File: config.mk
export PLATFORM = sky130hd
export DESIGN_NAME = i2s_decoder
export DESIGN_NICKNAME = d
export VERILOG_FILES = /design/src/rtl/i2s_decoder.sv
export SDC_FILE = /design/constraint.sdc
export NUM_CORES = 1
export LEC_CHECK = 0
export ABC_AREA = 0
export CAP_MARGIN = 20
export CELL_PAD_IN_SITES_DETAIL_PLACEMENT = 1
export CELL_PAD_IN_SITES_GLOBAL_PLACEMENT = 1
export CORE_UTILIZATION = 35
export DETAILED_ROUTE_END_ITERATION = 8
export PLACE_DENSITY = 0.68
export SLEW_MARGIN = 5
export SYNTH_ARGS = -nofsm -noshare
export SYNTH_HDL_FRONTEND = slang
export SYNTH_SLANG_ARGS = --single-unit
File: constraint.sdc
create_clock -name clk -period 5.3 [get_ports clk]
set_input_delay 1.325 -clock clk [delete_from_list [all_inputs] [get_ports clk]]
set_output_delay 1.325 -clock clk [all_outputs]
set_load 0.005 [all_outputs]
File: src/rtl/i2s_decoder.sv
`default_nettype none
// ============================================================================
// Module      : i2s_decoder
// Description : I2S receiver. Oversamples BCK/LRCK/SDATA with clk, detects
//               BCK rising edges, frames standard I2S words (one-bit delay)
//               and presents each left/right pair in parallel with a
//               one-cycle valid strobe.
// Revision    : 1.0 - initial release
//
// Optional feature macro: I2S_DECODER_WATCHDOG_EN
//   When defined, a counter of clk cycles since the last BCK rise declares
//   the stream lost at WDOG_CYCLES. The block then drops lock, clears its
//   staging and outputs, and sets the sticky err_o flag. When the macro is
//   undefined, err_o is tied to 0.
//
// Parameters
//   SAMPLE_BITS : output sample width; words are MSB-aligned to it
//   WDOG_CYCLES : BCK-idle clk cycles before the stream is declared lost
// Ports
//   clk       in   system clock
//   rst       in   asynchronous active-high reset
//   bclk_i    in   I2S bit clock (asynchronous)
//   lrclk_i   in   I2S word select, 0 = left, 1 = right (asynchronous)
//   sdata_i   in   I2S serial data, MSB first (asynchronous)
//   l_chan_o  out  left sample, two's complement
//   r_chan_o  out  right sample, two's complement
//   valid_o   out  one-clk strobe: new pair on l_chan_o/r_chan_o
//   locked_o  out  frame alignment established
//   err_o     out  sticky stream-lost flag
// ============================================================================
module i2s_decoder #(
  parameter int SAMPLE_BITS = 16,
  parameter int WDOG_CYCLES = 1023
) (
  input  logic                   clk,
  input  logic                   rst,
  input  logic                   bclk_i,
  input  logic                   lrclk_i,
  input  logic                   sdata_i,
  output logic [SAMPLE_BITS-1:0] l_chan_o,
  output logic [SAMPLE_BITS-1:0] r_chan_o,
  output logic                   valid_o,
  output logic                   locked_o,
  output logic                   err_o
);

  localparam int              CW   = $clog2(SAMPLE_BITS + 1);
  localparam logic [CW-1:0]   FULL = CW'(SAMPLE_BITS);

  typedef enum logic [1:0] {
    UNLOCKED = 2'd0,
    SYNC     = 2'd1,
    LOCKED   = 2'd2
  } state_t;

  state_t state, state_nxt;

  // --------------------------------------------------------------------------
  // Input synchronisers plus BCK history for edge detection
  // --------------------------------------------------------------------------
  logic bclk_meta, bclk_sync, bclk_hist;
  logic lrck_meta, lrck_sync;
  logic sdat_meta, sdat_sync;
  logic bck_rise;

  always_ff @(posedge clk or posedge rst) begin
    if (rst) begin
      bclk_meta <= 1'b0;
      bclk_sync <= 1'b0;
      bclk_hist <= 1'b0;
      lrck_meta <= 1'b0;
      lrck_sync <= 1'b0;
      sdat_meta <= 1'b0;
      sdat_sync <= 1'b0;
    end else begin
      bclk_meta <= bclk_i;
      bclk_sync <= bclk_meta;
      bclk_hist <= bclk_sync;
      lrck_meta <= lrclk_i;
      lrck_sync <= lrck_meta;
      sdat_meta <= sdata_i;
      sdat_sync <= sdat_meta;
    end
  end

  assign bck_rise = bclk_sync & ~bclk_hist;

  // Capture stage: LRCK and data taken from the same synchroniser stage as
  // the BCK level that produced the rise.
  logic rise_q, lr_q, sd_q;

  always_ff @(posedge clk or posedge rst) begin
    if (rst) begin
      rise_q <= 1'b0;
      lr_q   <= 1'b0;
      sd_q   <= 1'b0;
    end else begin
      rise_q <= bck_rise;
      lr_q   <= lrck_sync;
      sd_q   <= sdat_sync;
    end
  end

  // --------------------------------------------------------------------------
  // Stream-loss watchdog
  // --------------------------------------------------------------------------
  logic wdog_hit;

`ifdef I2S_DECODER_WATCHDOG_EN
  localparam int WW = $clog2(WDOG_CYCLES + 1);
  logic [WW-1:0] wdog_cnt;
  logic          err_flag;

  // Fires on the edge where the counter steps onto WDOG_CYCLES; the counter
  // then saturates so the trip happens only once per BCK outage.
  assign wdog_hit = !bck_rise && (wdog_cnt == WW'(WDOG_CYCLES - 1));

  always_ff @(posedge clk or posedge rst) begin
    if (rst) begin
      wdog_cnt <= '0;
      err_flag <= 1'b0;
    end else begin
      if (bck_rise)
        wdog_cnt <= '0;
      else if (wdog_cnt != WW'(WDOG_CYCLES))
        wdog_cnt <= wdog_cnt + WW'(1);
      if (wdog_hit)
        err_flag <= 1'b1;
    end
  end

  assign err_o = err_flag;
`else
  assign wdog_hit = 1'b0;
  assign err_o    = 1'b0;
`endif

  // --------------------------------------------------------------------------
  // Word framing and deserialiser
  // --------------------------------------------------------------------------
  logic                   prev_lr, prev_ok;
  logic [SAMPLE_BITS-1:0] shreg, shreg_in, word_aligned;
  logic [CW-1:0]          bit_cnt, cnt_in;
  logic                   lr_change;
  logic                   close_q, close_ch;
  logic [SAMPLE_BITS-1:0] close_word;

  // The rise that sees LRCK change still carries the LSB of the old word,
  // so the closing word includes that bit before alignment. Bits beyond
  // SAMPLE_BITS are dropped; garbage above the valid bits is shifted out.
  always_comb begin
    shreg_in = shreg;
    cnt_in   = bit_cnt;
    if (bit_cnt != FULL) begin
      shreg_in = {shreg[SAMPLE_BITS-2:0], sd_q};
      cnt_in   = bit_cnt + CW'(1);
    end
    word_aligned = shreg_in << (FULL - cnt_in);
  end

  assign lr_change = rise_q && prev_ok && (lr_q != prev_lr);

  always_ff @(posedge clk or posedge rst) begin
    if (rst) begin
      prev_lr    <= 1'b0;
      prev_ok    <= 1'b0;
      shreg      <= '0;
      bit_cnt    <= '0;
      close_q    <= 1'b0;
      close_ch   <= 1'b0;
      close_word <= '0;
    end else begin
      close_q <= 1'b0;
      if (wdog_hit) begin
        prev_ok <= 1'b0;
        shreg   <= '0;
        bit_cnt <= '0;
      end else if (rise_q) begin
        prev_lr <= lr_q;
        prev_ok <= 1'b1;
        if (lr_change) begin
          shreg      <= '0;
          bit_cnt    <= '0;
          // Words closing before lock are only used for alignment.
          close_q    <= (state == LOCKED);
          close_ch   <= prev_lr;
          close_word <= word_aligned;
        end else begin
          shreg   <= shreg_in;
          bit_cnt <= cnt_in;
        end
      end
    end
  end

  // --------------------------------------------------------------------------
  // Lock state machine
  // --------------------------------------------------------------------------
  always_ff @(posedge clk or posedge rst) begin
    if (rst) state <= UNLOCKED;
    else     state <= state_nxt;
  end

  always_comb begin
    state_nxt = state;
    case (state)
      UNLOCKED: if (lr_change) state_nxt = SYNC;
      SYNC:     if (lr_change) state_nxt = LOCKED;
      LOCKED:   state_nxt = LOCKED;
      default:  state_nxt = UNLOCKED;
    endcase
    if (wdog_hit) state_nxt = UNLOCKED;
  end

  assign locked_o = (state == LOCKED);

  // --------------------------------------------------------------------------
  // Channel pairing and outputs
  // --------------------------------------------------------------------------
  logic [SAMPLE_BITS-1:0] staged;
  logic                   staged_ok;

  always_ff @(posedge clk or posedge rst) begin
    if (rst) begin
      staged    <= '0;
      staged_ok <= 1'b0;
      l_chan_o  <= '0;
      r_chan_o  <= '0;
      valid_o   <= 1'b0;
    end else begin
      valid_o <= 1'b0;
      if (wdog_hit) begin
        staged    <= '0;
        staged_ok <= 1'b0;
        l_chan_o  <= '0;
        r_chan_o  <= '0;
      end else if (close_q) begin
        if (!close_ch) begin
          staged    <= close_word;
          staged_ok <= 1'b1;
        end else if (staged_ok) begin
          l_chan_o  <= staged;
          r_chan_o  <= close_word;
          valid_o   <= 1'b1;
          staged_ok <= 1'b0;
        end
        // A right word with nothing staged is an orphan and is dropped.
      end
    end
  end

endmodule
`default_nettype wire

# Yosys cells after proc, flatten, opt, wreduce, memory -nomap -nowiden
# Cells that the tools add are included.
op_classes:
  n_bitwise: 3
  n_reduce_logical: 7
  n_addsub: 2
  n_eq_ne: 6
  muxes: 13
  n_shift: 1
op_table:
  columns: ["operator", "count"]
  rows:
  - ["$mux 16", 2]
  - ["$shl 16x5->16", 1]
  - ["$mux 5", 2]
  - ["$mux 1", 6]
  - ["$pmux 2 s3", 1]
  - ["$reduce_and 2->1", 3]
  - ["$add 5x1->5 const B", 1]
  - ["$ne 5x5->1 const B", 1]
  - ["$sub 5x5->5 const A", 1]
  - ["$mux 2", 2]
  - ["$ne 2x2->1 const B", 2]
  - ["$reduce_and 3->1", 1]
  - ["$eq 2x1->1 const B", 1]
  - ["$eq 2x2->1 const B", 1]
  - ["$logic_and 1x1->1", 2]
  - ["$logic_not 2->1", 1]
  - ["$not 1->1", 2]
  - ["$and 1x1->1", 1]
  - ["$ne 1x1->1", 1]
word_totals:
  word_cells: 55
  output_inout_bits: 35
  ff_bits: 103

# Logic depth before layout (Yosys ltp)
# Gate-level depths: netlist (run 1).
depth:
  depth_word: 4
  mapped_depth: 11
  depth_no_buf: 8

# Worst setup path after synthesis (run 1)
# No wires, ideal clock.
synth_path:
  path_kind: "register to register"
  start: "register bit_cnt[0]"
  end: "register close_word[12]"
  n_path_buf: 2
  t_arrival_ps: 2418
  t_required_ps: 5174
  stages_incl_launch_ff: 11
  slack_ps: 2756
  setup_ps: 126
  cell_sequence: "dfrtp_1 > buf_2 > inv_2 > ha_1 > buf_2 > clkinv_1 > xnor2_4 > mux2_1 > a21oi_1 > a21oi_1 > a221o_1"
synth_between:
  elab_chain_len: 4
synth_lines:
  columns: ["item", "line", "rtl"]
  rows:
  - ["start: declaration", "143", "logic [CW-1:0] bit_cnt, cnt_in;"]
  - ["start signal: assignment", "190", "bit_cnt <= cnt_in;"]
  - ["$add 5x1->5 or $ne 5x5->1 (tied branches)", "156, 154", null]
  - ["$mux 5", "154", "if (bit_cnt != FULL) begin"]
  - ["$sub 5x5->5", "158", "word_aligned = shreg_in << (FULL - cnt_in);"]
  - ["$shl 16x5->16 *", "158", null]
  - ["end signal: assignment", "187", "close_word <= word_aligned;"]
  - ["end: declaration", "146", "logic [SAMPLE_BITS-1:0] close_word;"]
# Every way passes the cells marked *; elsewhere a longest branch is shown, timed or not.
# A chain may end at the register's enable or synchronous reset.

# Worst setup path in the final report (run 1)
layout_path:
  start: "register bit_cnt[0]"
  end: "register close_word[13]"
# The elaborated chain is that of the path after synthesis.

==> key figures, run 1 <==
Setup path
  • Worst path required time: around 5600 ps
  • Total buffers and inverters traversed by the critical path: 1
  • R2R Path End: close_word[13]
  • Critical Path AT: 3370 ps
  • Worst-path cell chain: inv_2 > ha_1 > nand4bb_1 > and3_4 > a211oi_4 > a211oi_1 > or4_1 > o311ai_1
  • Worst path max stage delay: approximately 720 ps
  • Origin of the critical flop-to-flop path: bit_cnt[0]
  • Reg2Reg Setup Slack: 2180 ps
  • Worst Reg2Reg Path Length in Cells: 8
  • Worst setup EP type: flip-flop
  • CP max FO: 20
  • Crit start category: flip-flop
  • Critical path's top delay family: simple AND/OR/NAND/NOR gates
  • Slowest cell on crit path: nand4bb_1
  • CP Class: reg2reg

Clock tree
  • CTS buffer count: 9
  • CTS tree: built
  • Clk Latency, worst-skew pair: between 300 and 400 ps
  • # hold bufs at CTS: 0
  • H-Tree Depth: 3
  • Post-cts resize count: 0
  • Reg clk slew, reported paths: ~70 ps
  • Setup repair bufs after CTS: 0
  • CTS Buffer Depth: 2
  • Clock sinks: 103
  • Root Driver: clkbuf_16

Routing
  • Average wire per standard cell: around 19 µm
  • Drt pass-1 iters: 4
  • Routed vias: about 3500
  • Iter 0 DRT Violations: around 220
  • Routed WL: around 12000 µm
  • Post-route ant nets: 0
  • Vias/cell: ~5.5
  • Residual DRC: 0

Power and ir drop
  • Worst vdd ir: between 0.15 and 0.2 mV
  • PwrDens: about 450 nW/µm²
  • P_leak: between 2 and 3 nW

Hold path
  • WHS Path Cells: 0
  • Worst Hold Endpoint: lr_q
  • Hold wc startpoint: lrck_sync
  • Worst hold path type: reg2reg

Yosys
  • Post-synth EDFFs: 0
  • Mapped Area: 5040 µm²
  • Post-synth top area cell: dfrtp_1
  • Syn_nets: 450
  • Post-synth top flop: dfrtp_1
  • Synth unique cells: 69
  • Post-Synthesis Cells: 439
  • Sequential-to-total area share from yosys stat: approximately 50%
  • Number of synthesized register bits: 103
  • Ys async rst share: 100%
  • Area contributors post-synth: dfrtp_1 51%, mux2_2 12%, nand2_1 3.6%
  • Syn. warnings: 0
  • Post-synthesis area per instance: 11.5 µm²
  • Most numerous cell in the Yosys netlist: dfrtp_1
  • Post-synth top area share: around half
  • Most frequent cells after synthesis: 103 x dfrtp_1, 54 x mux2_2, 48 x nand2_1, 20 x nor2_1

Timing
  • Max Slew Vio Count: 0
  • Setup TNS: 0 ps
  • Minimum clock period: roughly 3100 ps
  • Clk_skew: ~5.2 ps
  • Final setup viols: 0
  • Worst-margin pin slew: just over 900 ps
  • Period utilization: around three fifths
  • Final worst slack: between 2000 and 2500 ps
  • Hold_ws: between 300 and 400 ps
  • Final hold vios: 0
  • RSZ-0062 raised after global routing: no
  • Fmax achieved: 321 MHz
  • Slew HR: 39.1%

Global routing
  • Gr usage total: 18.0%
  • Total gr overflow: 0
  • Largest net degree at the start of global routing: 75
  • Vias in the first global route: about 3700
  • First-pass GRT wire length: 20600 µm
  • Antenna violations before repair: 0

Place
  • Routability cong.: 0.866
  • Worst slack, placed: around 2200 ps
  • I/O Buffers: 38
  • Post-DP HPWL: 8680 µm
  • Placed Area: 5540 µm²
  • Placed Cells incl. Taps: roughly 630

Finish
  • Area delta synth->final: 15.7%
  • Layout Cells excl Fill: 649
  • ANT cells: 0
  • Final std cell area, no fill: 5830 µm²
  • Share of cells above drive strength 1: 20.9%
  • Nets: 475

Die
  • Die area: 14900 µm²
  • Initial Util: between 30 and 40%
  • Num rows: 43
  • Die height: 122 µm
  • Die Wd: about 120 µm
  • # IOs: 40
  • Core area: about 14000 µm²

Flow run
  • Max-cap violations: 0

Outcome
  • Status: finished clean
==> power by group <==
group	switching [mW]	total [mW]	internal [mW]	leakage, nW
registers	0.133	1.05	0.913	1.38
clock network	0.303	0.626	0.323	0.135
logic	0.576	0.974	0.399	1.07
==> worst max-delay path by stage <==
| stage | from | endpoint | slack, ps | depth (start not counted) |
|---|---|---|---|---|
| after CTS | bit_cnt[0] | close_word[13] | 2170 | 8 |
| after floorplan | rst | bclk_hist | 1270 | 1 |
| final | bit_cnt[0] | close_word[13] | 2180 | 8 |
| after global routing | bit_cnt[0] | close_word[13] | 1980 | 8 |
| after global placement | bit_cnt[0] | close_word[13] | 2380 | 8 |
| after detailed placement | bit_cnt[0] | close_word[13] | 2200 | 8 |
==> registers in the layout (all words and copies together), names as in the netlist, 2 cells and up <==
signal / cells
bit_cnt: 5
close_word: 16
l_chan_o: 16
r_chan_o: 16
shreg: 16
staged: 16
state: 2
==> routing by layer <==
layer	routed length (µm)	track usage, %
met1	5620	23.7
met2	5990	29.4
met3	428	4.40
met4	192	4.86
met5	0	0
==> per-stage QoR <==
stage               total power, mW  util [%]
floorplan                      1.75         -
global placement               1.99      39.6
detailed placement             2.03      39.6
CTS                            2.68      41.6
global route                   2.81      41.7
finish                         2.65      41.7
==> layout by cell type, fill, tap and decap left out, types with 3 or more instances in the layout <==
cell	n
a211oi_1	4
a21oi_1	4
a221o_1	6
a22o_1	19
a31oi_1	6
a32oi_1	3
buf_4	8
clkbuf_16	9
clkdlybuf4s50_1	38
dfrtp_1	103
ha_1	6
inv_1	6
mux2_2	54
mux2i_1	8
nand2_1	48
nand2b_1	5
nand3_1	10
nor2_1	20
nor2b_1	3
nor3_1	7
nor4_1	3
o211ai_1	6
o21ai_0	19
o21ai_1	4
o22ai_1	7
xnor2_1	3
==> cells by family (layout without fill, tap and decap cells) <==
logic type                 Yosys count  count (layout)  synth area share, %
buffers and inverters               41              71                 3.82
adders and majority gates            6               6                 1.49
and+or+nand+nor                    112             112                 10.8
muxes                               66              66                 15.0
DFF                                103             103                 51.2
AOI/OAI and AO/OA                  103             103                 15.7
xor gates and xnor gates             7               7                 1.96
other                                1               1               0.0744
==> final cells by class <==
cell class	instances	area [µm²]
clock buffer	9	225
sequential	103	2580
tap	180	225
fill	1505	8160
timing repair buffer	46	440
clock inverter	7	58.8
inverter	9	36.3
multi-input combinational	295	2270
(Power assumes the default switching activity.)
==> run 2: changes to the inputs <==
==> constraint.sdc (replaced) <==
create_clock -name clk -period 3 [get_ports clk]
set_input_delay 0.75 -clock clk [delete_from_list [all_inputs] [get_ports clk]]
set_output_delay 0.75 -clock clk [all_outputs]
set_load 0.005 [all_outputs]
==> key figures, run 2 (synthesized netlist as in run 1, its figures left out) <==
Outcome
  • Status: finished clean (unchanged)

Clock tree
  • H-Tree Depth: 3 (unchanged)
  • CTS tree: built (unchanged)
  • Post-cts resize count: 0 (unchanged)
  • CTS buffer count: 9 (unchanged)
  • Reg clk slew, reported paths: 70 ps (about the same)
  • Clk Latency, worst-skew pair: 360 ps (was 350 ps)
  • Root Driver: clkbuf_16 (unchanged)
  • CTS Buffer Depth: 2 (unchanged)
  • Setup repair bufs after CTS: 0 (unchanged)
  • Clock sinks: 103 (unchanged)
  • # hold bufs at CTS: 0 (unchanged)

Global routing
  • Vias in the first global route: 3668 (was 3732)
  • First-pass GRT wire length: 19900 µm (was 20600 µm)
  • Largest net degree at the start of global routing: 104 (was 75)
  • Total gr overflow: 0 (unchanged)
  • Gr usage total: 17.5% (was 18.0%)
  • Antenna violations before repair: 0 (unchanged)

Die
  • Core area: 14000 µm² (unchanged)
  • Initial Util: 36.0% (unchanged)
  • Num rows: 43 (unchanged)
  • Die area: 14900 µm² (unchanged)
  • Die Wd: 122 µm (unchanged)
  • Die height: 122 µm (unchanged)
  • # IOs: 40 (unchanged)

Finish
  • Area delta synth->final: 18.2% (was 15.7%)
  • Layout Cells excl Fill: 661 (was 649)
  • Most common cell after layout, fill and taps aside: dfrtp_1 (unchanged)
  • Fillers: 1503 (was 1505)
  • Nets: 487 (was 475)
  • Final std cell area, no fill: 5950 µm² (was 5830 µm²)
  • ANT cells: 0 (unchanged)
  • Most frequent cells in the layout: 103 x dfrtp_1, 54 x mux2_2, 48 x nand2_1 (unchanged)
  • Share of cells above drive strength 1: 22.9% (was 20.9%)

Setup path
  • CP Class: reg2reg (unchanged)
  • Critical Path AT: 3040 ps (was 3370 ps)
  • Worst path required time: 3240 ps (was 5550 ps)
  • Worst-path cell chain: inv_2 > ha_1 > buf_4 > nor2b_1 > nand3_1 > a21oi_4 > mux2i_2 > nor4_1 > a221o_1 (was inv_2 > ha_1 > nand4bb_1 > and3_4 > a211oi_4 > a211oi_1 > or4_1 > o311ai_1)
  • Worst setup EP type: flip-flop (unchanged)
  • Total buffers and inverters traversed by the critical path: 2 (was 1)
  • CP max FO: 12 (was 20)
  • Crit start category: flip-flop (unchanged)
  • Worst path max stage delay: 490 ps (was 720 ps)
  • Slowest cell on crit path: mux2i_2 (was nand4bb_1)
  • Critical path's top delay family: simple AND/OR/NAND/NOR gates (unchanged)

Place
  • Worst slack, placed: 244 ps (was 2200 ps)
  • Placed Area: 5660 µm² (was 5540 µm²)
  • Post-DP HPWL: 8500 µm (was 8680 µm)
  • Placed Cells incl. Taps: 644 (was 632)
  • Routability cong.: 0.931 (was 0.866)
  • I/O Buffers: 38 (unchanged)

Timing
  • Setup TNS: 0 ps (unchanged)
  • Max Slew Vio Count: 0 (unchanged)
  • Fmax achieved: 357 MHz (was 321 MHz)
  • Final setup viols: 0 (unchanged)
  • RSZ-0062 raised after global routing: no (unchanged)
  • Period utilization: 93.4% (was 58.8%)
  • Minimum clock period: 2800 ps (was 3120 ps)
  • Final hold vios: 0 (unchanged)
  • Clk_skew: 8.26 ps (was 5.22 ps)
  • Final worst slack: 198 ps (was 2180 ps)
  • Slew HR: 64.3% (was 39.1%)
  • Worst-margin pin slew: 535 ps (was 910 ps)

Routing
  • Average wire per standard cell: 18.3 µm (was 18.9 µm)
  • Routed vias: 3624 (was 3544)
  • Routed WL: 12100 µm (was 12200 µm)
  • Vias/cell: 5.48 (was 5.46)
  • Post-route ant nets: 0 (unchanged)
  • Residual DRC: 0 (unchanged)
  • Drt pass-1 iters: 4 (unchanged)
  • Iter 0 DRT Violations: 191 (was 222)

Flow run
  • Max-cap violations: 0 (unchanged)

Hold path
  • Worst hold path type: reg2reg (unchanged)

Power and ir drop
  • P_leak: 2.65 nW (was 2.59 nW)
  • Design Power: 4.80 mW (was 2.65 mW)
  • PwrDens: 806 nW/µm² (was 454 nW/µm²)
  • Worst vdd ir: 0.360 mV (was 0.195 mV)
-- run 2: cell types whose count changed in the layout (fill, tap and decap cells not counted) --
cell / change
inv_8: +2
clkinv_4: +2
inv_4: -1
clkinv_8: -1
buf_4: +10
buf_12: +2
clkinv_2: -2
-- run 2: path summary, 6_finish.rpt --
kind | start | to | slack [ps] | cells past startpoint
worst max-delay path | bit_cnt[0] | close_word[9] | 200 | 9
worst min-delay path | sdat_meta | sdat_sync | 350 | 0
worst max register to register | bit_cnt[0] | close_word[9] | 200 | 9
worst min register to register | sdat_meta | sdat_sync | 350 | 0
max in group asynchronous | rst | bit_cnt[1] | 1700 | 3
min in group asynchronous | rst | staged[1] | 910 | 3
-- run 2: power by group --
| part | switching (mW) | internal (mW) |
|---|---|---|
| clock | 0.554 | 0.582 |
| combinational | 1.03 | 0.782 |
| sequential | 0.234 | 1.61 |
-- run 2: layout make-up --
cell class | instances | area (µm²) | share of cell area (%)
Sequential cell | 103 | 2580 | 43.3
Timing Repair Buffer | 58 | 556 | 9.33
Clock buffer | 9 | 225 | 3.78
Multi-Input combinational cell | 295 | 2270 | 38.1
Tap cell | 180 | 225 | 3.78
Inverter | 9 | 37.5 | 0.630
Clock inverter | 7 | 65.1 | 1.09
-- run 2: per-stage QoR --
stage          utilization (%)  hold WS, ps
3_3_place_gp              40.4          333
3_5_place_dp              40.4          337
4_1_cts                   42.5          354
5_1_grt                   42.6          356
6_report                  42.6          349
2_1_floorplan                -          331
-- run 2: per-layer routing --
metal / global-route usage, % / wire, µm
met5: 0 / 0
met2: 28.7 / 5880
met1: 22.6 / 5580
met4: 8.49 / 290
met3: 2.57 / 358
